### src/rtl/eth_rx_port_arbiter.sv
// Packet-level round-robin merge of four 10G MAC rx AXI-Stream ports into one stream,
// tagging each packet with its source port and truncating packets longer than MAX_BEATS.
module eth_rx_port_arbiter #(
    parameter int NUM_PORTS = 4,
    parameter int DATA_W    = 64,
    parameter int MAX_BEATS = 1200
) (
    input  logic                                   rx_axis_fifo_aclk,
    input  logic                                   reset,
    input  logic [NUM_PORTS-1:0]                   port_en,
    input  logic [NUM_PORTS-1:0][DATA_W-1:0]       s_axis_tdata,
    input  logic [NUM_PORTS-1:0][DATA_W/8-1:0]     s_axis_tkeep,
    input  logic [NUM_PORTS-1:0]                   s_axis_tvalid,
    input  logic [NUM_PORTS-1:0]                   s_axis_tlast,
    output logic [NUM_PORTS-1:0]                   s_axis_tready,
    output logic [DATA_W-1:0]                      m_axis_tdata,
    output logic [DATA_W/8-1:0]                    m_axis_tkeep,
    output logic                                   m_axis_tvalid,
    output logic                                   m_axis_tlast,
    output logic [$clog2(NUM_PORTS)-1:0]           m_axis_tdest,
    output logic                                   m_axis_terr,
    input  logic                                   m_axis_tready,
    output logic [15:0]                            trunc_cnt
);

    localparam int          PW        = $clog2(NUM_PORTS);
    localparam logic [15:0] LAST_BEAT = 16'(MAX_BEATS - 1);

    typedef enum logic [1:0] {
        IDLE,
        XFER,
        DROP
    } state_t;

    state_t                state_reg, state_next;
    logic [PW-1:0]         grant_reg, grant_next;
    logic [PW-1:0]         rr_ptr_reg, rr_ptr_next;
    logic [15:0]           beat_cnt_reg, beat_cnt_next;
    logic [15:0]           trunc_cnt_reg, trunc_cnt_next;

    logic [NUM_PORTS-1:0]  req;
    logic [NUM_PORTS-1:0]  cand_req;
    logic [PW-1:0]         cand_idx [NUM_PORTS];
    logic [PW-1:0]         winner;
    logic                  sel_valid;
    logic                  sel_last;
    logic                  at_limit;

    // cand_idx[k] is the port k positions after the round-robin pointer
    genvar gi;
    generate
        for (gi = 0; gi < NUM_PORTS; gi++) begin : g_req
            assign req[gi]      = s_axis_tvalid[gi] & port_en[gi];
            assign cand_idx[gi] = rr_ptr_reg + PW'(gi);
            assign cand_req[gi] = req[cand_idx[gi]];
        end
    endgenerate

    always_comb begin
        winner = rr_ptr_reg;
        for (int k = NUM_PORTS - 1; k >= 0; k--) begin
            if (cand_req[k]) begin
                winner = cand_idx[k];
            end
        end
    end

    assign sel_valid    = s_axis_tvalid[grant_reg];
    assign sel_last     = s_axis_tlast[grant_reg];
    assign at_limit     = (beat_cnt_reg == LAST_BEAT);
    assign m_axis_tdest = grant_reg;
    assign trunc_cnt    = trunc_cnt_reg;

    always_ff @(posedge rx_axis_fifo_aclk or posedge reset) begin
        if (reset) begin
            state_reg     <= IDLE;
            grant_reg     <= '0;
            rr_ptr_reg    <= '0;
            beat_cnt_reg  <= '0;
            trunc_cnt_reg <= '0;
        end else begin
            state_reg     <= state_next;
            grant_reg     <= grant_next;
            rr_ptr_reg    <= rr_ptr_next;
            beat_cnt_reg  <= beat_cnt_next;
            trunc_cnt_reg <= trunc_cnt_next;
        end
    end

    always_comb begin
        state_next     = state_reg;
        grant_next     = grant_reg;
        rr_ptr_next    = rr_ptr_reg;
        beat_cnt_next  = beat_cnt_reg;
        trunc_cnt_next = trunc_cnt_reg;
        m_axis_tdata   = '0;
        m_axis_tkeep   = '0;
        m_axis_tvalid  = 1'b0;
        m_axis_tlast   = 1'b0;
        m_axis_terr    = 1'b0;
        s_axis_tready  = '0;

        case (state_reg)
            IDLE: begin
                if (|req) begin
                    grant_next    = winner;
                    beat_cnt_next = '0;
                    state_next    = XFER;
                end
            end

            XFER: begin
                m_axis_tdata             = s_axis_tdata[grant_reg];
                m_axis_tkeep             = s_axis_tkeep[grant_reg];
                m_axis_tvalid            = sel_valid;
                m_axis_tlast             = sel_valid & (sel_last | at_limit);
                m_axis_terr              = sel_valid & at_limit & ~sel_last;
                s_axis_tready[grant_reg] = m_axis_tready;
                if (sel_valid && m_axis_tready) begin
                    beat_cnt_next = beat_cnt_reg + 16'd1;
                    if (sel_last) begin
                        rr_ptr_next = grant_reg + PW'(1);
                        state_next  = IDLE;
                    end else if (at_limit) begin
                        if (trunc_cnt_reg != 16'hFFFF) begin
                            trunc_cnt_next = trunc_cnt_reg + 16'd1;
                        end
                        state_next = DROP;
                    end
                end
            end

            // Swallow the rest of a truncated packet so the source can move on
            DROP: begin
                s_axis_tready[grant_reg] = 1'b1;
                if (sel_valid && sel_last) begin
                    rr_ptr_next = grant_reg + PW'(1);
                    state_next  = IDLE;
                end
            end

            default: state_next = IDLE;
        endcase
    end

endmodule

### config.mk
export PLATFORM = sky130hd
export DESIGN_NAME = eth_rx_port_arbiter
export DESIGN_NICKNAME = d
export VERILOG_FILES = /design/src/rtl/eth_rx_port_arbiter.sv
export SDC_FILE = /design/constraint.sdc
export NUM_CORES = 1
export LEC_CHECK = 0
export CORE_AREA = 5 5 154 156
export CTS_CLUSTER_DIAMETER = 30
export DETAILED_ROUTE_END_ITERATION = 16
export DIE_AREA = 0 0 159 161
export PLACE_DENSITY = 0.65
export SYNTH_ARGS = -nofsm -noshare
export SYNTH_HDL_FRONTEND = slang
export SYNTH_SLANG_ARGS = --single-unit
### constraint.sdc
create_clock -name rx_axis_fifo_aclk -period 2.3 [get_ports rx_axis_fifo_aclk]
set_clock_uncertainty 0.2 [all_clocks]
set_input_delay 0.46 -clock rx_axis_fifo_aclk [delete_from_list [all_inputs] [get_ports rx_axis_fifo_aclk]]
set_output_delay 0.46 -clock rx_axis_fifo_aclk [all_outputs]
set_load 0.05 [all_outputs]
==> metrics, run 1 <==
status=finished, violations left; failing checks=negative setup slack; worst rel slew slack=60.0%; fin crit share=117%; DRC=0; IO Count=400; Post-synth top flop=dfrtp_1; Final HPWL DP=around 21,000 um; Cells after Synth=395; Crit path required time=between 1500 and 2000 ps; Setup Crit Path Kind=flip-flop to output pin; average size of a mapped cell=between 10 and 15 um2; share of cells above drive strength 1=44.7%; hold_ws=312 ps; worst setup path startpoint=beat_cnt_reg[14]$_DFFE_PP0P_; core area=~22,000 um2; final worst slack=-401 ps; Die ar.=25,600 um2; vias per inst=around 4.7; vias=roughly 5,400; syn_nets=~710; initial core utilization=between 15 and 20%; I/O Buffers=about 400; pin count of the biggest net entering global routing=between 40 and 50; GR Overflow Total=0; synthesis-to-layout area growth=140%; Die Wd=~160 um; GR Util All Layers=a little under a fifth; Nets=about 1,200; Cell Rows=55; RSZ-0062 raised after global routing=true; initial antenna violation count=3; TritonCTS Buffers=5; Detailed Route WL=25,700 um; FF-to-FF Start=m_axis_tdest[0]$_DFFE_PP0P_; Design Area, Final=between 10,000 and 15,000 um2; drt first pass iters=4; Die H=approximately 160 um; Hold Crit Start=trunc_cnt[11]$_DFFE_PP0P_; Final Wtd Congestion=slightly above 1; most common cell in the netlist=and2_1; CP max FO=2; post-layout min period=2700 ps; Hold/Removal Path Class=flip-flop to flip-flop; final core utilization=between 40% and 50%; Crit. End Element=output pin; clk root buf=clkbuf_16; Post-synth EDFFs=0; PD cells=roughly 1200 nW/um2; Critical Path Source Type=flip-flop; Unique masters post-synth=47; Final setup viols=110; Max Cap Viol=0; area leader, netlist=mux4_2; fin. max-slew vios=0; Worst-Margin Slew=approximately 600 ps; total power=approximately 12 mW; final hold vios=0; flops & latches, synth=38; first-pass GRT wire length=about 37,000 um; Peak Freq=~370 MHz; clock sink total=38; worst vdd ir=about 0.48 mV; Synthesis Warnings=0; wire length per cell=roughly 22 um; DP Area=about 9600 um2; clock tree buffer depth=2; ANT nets after route=0; CTS clk-pin slew, worst paths=60 ps; FFs w/ async S/R, synth=100%; vias in the first global route=5,645; Leak=approximately 4.3 nW; sequential-to-total area share from yosys stat=a little over a fifth; # H-tree levels=2; clock latency on the worst-skew pair=280 ps; Mapped Area=4400 um2; top cells by count, synth=79 x and2_1, 73 x mux4_2, 38 x dfrtp_1; top post-synthesis cells by area=mux4_2 37%, dfrtp_1 22%, and2_1 11%, xnor2_1 4.0%, ha_1 2.6%; 1st-iter DRT viols=between 300 and 400; area fraction of the dominant cell type after synthesis=about 37%; CTS tree=yes; CP arrival=approximately 2000 ps
## path summary, 6_finish.rpt
kind,endpoint,slack [ps],cells after the start
min in group asynchronous,rr_ptr_reg[0]$_DFFE_PP0P_,390,3
max reg2reg,trunc_cnt[1]$_DFFE_PP0P_,-300,7
max,m_axis_terr,-400,5
min reg2reg,trunc_cnt[11]$_DFFE_PP0P_,310,1
min,trunc_cnt[11]$_DFFE_PP0P_,310,1
max in group asynchronous,m_axis_tdest[0]$_DFFE_PP0P_,1130,3
## area by class of cell
cell class / count / area (um2)
inverters: 10 / 37.5
repair buffers: 485 / 5290
well taps: 285 / 357
clock inverters: 2 / 10.0
multi-input cells: 317 / 3780
fillers: 1988 / 11700
diodes: 2 / 5.00
clock buffers: 5 / 125
flip-flops and latches: 38 / 960
## cells by family (layout without fill, tap and decap cells)
| family | count (synthesis) | count (layout) | synth area share, % |
|---|---|---|---|
| DFF | 38 | 38 | 21.6 |
| muxes | 80 | 80 | 39.1 |
| adders and majority gates | 9 | 9 | 2.56 |
| AOI/OAI and AO/OA | 34 | 34 | 4.69 |
| buffers and inverters | 40 | 502 | 4.32 |
| xor gates and xnor gates | 23 | 23 | 4.75 |
| and+or+nand+nor | 171 | 171 | 23.0 |
| other | 0 | 2 | 0 |
## critical path, stage by stage (launching register included)
cell	delay (ps)
dfrtp_1	370
or4_4	550
nor4_4	320
and2_4	200
nor2b_4	170
buf_12	150
## cells in the final DEF (no fill, tap or decap), drive strengths merged, types with 5 or more instances in the layout
cell type	Yosys	final
a21oi	10	10
and2	79	79
and3	5	5
buf	11	171
clkbuf	19	7
clkdlybuf4s50	0	307
dfrtp	38	38
dlygate4sd2	0	5
ha	9	9
inv	10	10
mux4	73	73
nand2	18	18
nand3	16	16
nand4	11	11
nor2	15	15
nor3	7	7
o21ai	10	10
or3	6	6
xnor2	21	21
## per-layer routing
layer / up-vias / GRT usage (%) / part of all wire (%) / routed length, um
met5: - / 0 / 0.043 / 11
met1: 2662 / 23.4 / 40 / 10200
met2: 233 / 32.4 / 52 / 13300
met4: 2 / 3.45 / 2.1 / 532
li1: 2440 / - / - / -
met3: 35 / 4.13 / 6.4 / 1650
## power breakdown
| group | switching (mW) | leakage, nW | internal, mW |
|---|---|---|---|
| Clock | 0.266 | 0.0694 | 0.391 |
| Sequential | 0.107 | 0.514 | 0.750 |
| Combinational | 5.27 | 3.75 | 5.54 |
| Total | 5.64 | 4.34 | 6.68 |
## through the flow
step	worst slack (ps)	setup TNS [ps]	instances
floorplan	-326	-15480	395
global placement	-524	-17190	1108
detailed placement	-562	-18890	1108
CTS	-420	-30030	1131
global route	-453	-34090	1144
finish	-401	-25820	1144
## what timing repair did
| item | CTS | global route |
|---|---|---|
| pin swaps | 41 | 17 |
| buffers inserted | 12 | 11 |
| gates cloned | 4 | 2 |
| resized for setup | 92 | 31 |
| hold buffers | 0 | 0 |
| endpoints found under the setup margin | 103 | 115 |
Note: power is estimated with default switching activity, not from simulation.
==> inputs of run 2 (changes only) <==
CORE_AREA = 5 5 151 153   (was 5 5 154 156)
DIE_AREA = 0 0 156 158   (was 0 0 159 161)
PLACE_DENSITY = 0.67   (was 0.65)
==> run 2 against run 1 <==
Compared with the run above: the run still ends with negative setup slack left; sequential share of layout area shrank 0.17 points; via count increased by 2.5%; non-clock buffer count increased by 7; die area decreased by 3.7%; largest power group unchanged.
==> metrics, run 2 (synthesis gave the netlist of run 1 again) <==
Final HPWL DP=20,500 um; GR Util All Layers=around 18%; CTS tree=yes; TritonCTS Buffers=5; RSZ-0062 raised after global routing=true; # H-tree levels=2; crit path capture=m_axis_terr; Cell Rows=54; drt first pass iters=4; worst vdd ir=between 0.8 and 0.9 mV; Peak Freq=between 300 and 400 MHz; most frequent cells in the layout=307 x clkdlybuf4s50_1, 82 x buf_6, 78 x and2_4; Detailed Route WL=26,100 um; pin count of the biggest net entering global routing=48; hold_ws=roughly 300 ps; status=finished, violations left; Die ar.=approximately 25,000 um2; Worst-Margin Slew=~680 ps; vias per inst=4.79; Nets=roughly 1,200; final hold vios=0; clock tree buffer depth=2; fin. max-slew vios=0; Leak=roughly 4.4 nW; Max Cap Viol=0; CP Depth=5; Final Wtd Congestion=0.914; ANT nets after route=0; CP arrival=2010 ps; final worst slack=-372 ps; Crit. End Element=output pin; critical path's top delay family=simple AND/OR/NAND/NOR gates; clk root buf=clkbuf_16; vias in the first global route=approximately 5,500; wire length per cell=22.6 um; capturing point of the worst reg2reg path=trunc_cnt[1]$_DFFE_PP0P_; Crit path required time=1640 ps; failing checks=negative setup slack; DRC=0; GR Overflow Total=0; 1st-iter DRT viols=between 200 and 300; synthesis-to-layout area growth=145%; Final setup viols=106; IO Count=400; WP buf/inv=1; CTS clk-pin slew, worst paths=approximately 60 ps; CP cell instances=or4_4, nor4_4, and2_4, nor2b_4, buf_12; final core utilization=50.2%; fin crit share=116%; setup slack, reg-to-reg=-210 ps; PD cells=about 1200 nW/um2; commonest non-fill, non-tap cell in the layout=clkdlybuf4s50_1; Die H=158 um; I/O Buffers=399; worst stage delay on the critical path=about 550 ps; Crit-path slowest cell=or4_4; share of cells above drive strength 1=approximately 47%; first-pass GRT wire length=34,600 um; Setup Crit Path Kind=flip-flop to output pin; Die Wd=roughly 160 um; worst r2r path cells=7; Hold/Removal Path Class=flip-flop to flip-flop; CP max FO=2; worst setup path startpoint=beat_cnt_reg[11]$_DFFE_PP0P_; clock latency on the worst-skew pair=280 ps; worst rel slew slack=a little over half; clock sink total=38; initial core utilization=a little over 20%; post-layout min period=~2700 ps; core area=21,400 um2; FF-to-FF Start=beat_cnt_reg[11]$_DFFE_PP0P_; Critical Path Source Type=flip-flop; vias=5,508; initial antenna violation count=7
## run 2: cell count changes in the layout (fill, tap and decap cells not counted), sizes merged
cell	before	now
diode	2	6
buf	171	177
clkinv	2	0
clkbuf	7	11
bufinv	0	2
dlygate4sd2	5	3
## run 2: report_power, final
group | leakage (nW) | internal (mW) | switching [mW]
registers | 0.515 | 0.748 | 0.113
clock network | 0.0971 | 0.651 | 0.267
logic | 3.81 | 5.49 | 5.33
## run 2: timing repair
item / in CTS / in global routing
cloned: 3 / 7
pin swaps: 20 / 36
resized for setup: 99 / 99
setup buffers: 15 / 17
hold buffers: 0 / 0
endpoints found under the setup margin: 110 / 111
## run 2: through the flow
step	setup slack (ps)	std cells	setup TNS, ps	instance area, um2	total power [mW]
after floorplan	-326	395	-15480	4680	7.01
after global placement	-538	1098	-17840	9260	9.82
after detailed placement	-552	1098	-18630	9260	9.87
after CTS	-381	1124	-26200	10000	11.6
after global routing	-430	1151	-33200	10800	13.1
final	-372	1151	-26000	10800	12.6
## run 2: worst min-delay path by stage
stage	start	to	cells past startpoint
after global routing	trunc_cnt[13]$_DFFE_PP0P_	trunc_cnt[13]$_DFFE_PP0P_	1
after global placement	trunc_cnt[11]$_DFFE_PP0P_	trunc_cnt[11]$_DFFE_PP0P_	1
after detailed placement	trunc_cnt[11]$_DFFE_PP0P_	trunc_cnt[11]$_DFFE_PP0P_	1
after floorplan	beat_cnt_reg[1]$_DFFE_PP0P_	beat_cnt_reg[1]$_DFFE_PP0P_	2
final	trunc_cnt[11]$_DFFE_PP0P_	trunc_cnt[11]$_DFFE_PP0P_	1
after CTS	trunc_cnt[11]$_DFFE_PP0P_	trunc_cnt[11]$_DFFE_PP0P_	1
## run 2: layer usage
layer	part of all wire, %	global-route usage (%)	vias up
met5	0.042	0	-
met4	1.8	4.46	2
met1	38	23.4	2763
met3	6.8	3.03	30
met2	53	32.6	241
li1	-	-	2472
## run 2: cell type report
type                            instances  area (um2)
Fill cell                            1888       10700
Timing Repair Buffer                  492        5310
Multi-Input combinational cell        317        3880
Sequential cell                        38         958
Tap cell                              280         350
Clock buffer                            6         139
Clock inverter                          2        60.1
Inverter                               10        42.5
Antenna cell                            6        15.0
==> inputs of run 3 (changes only) <==
CTS_CLUSTER_DIAMETER = 60   (was 30)
==> results of run 3 <==
Same layout as run 2: the final DEF is identical, and so are final timing and power.
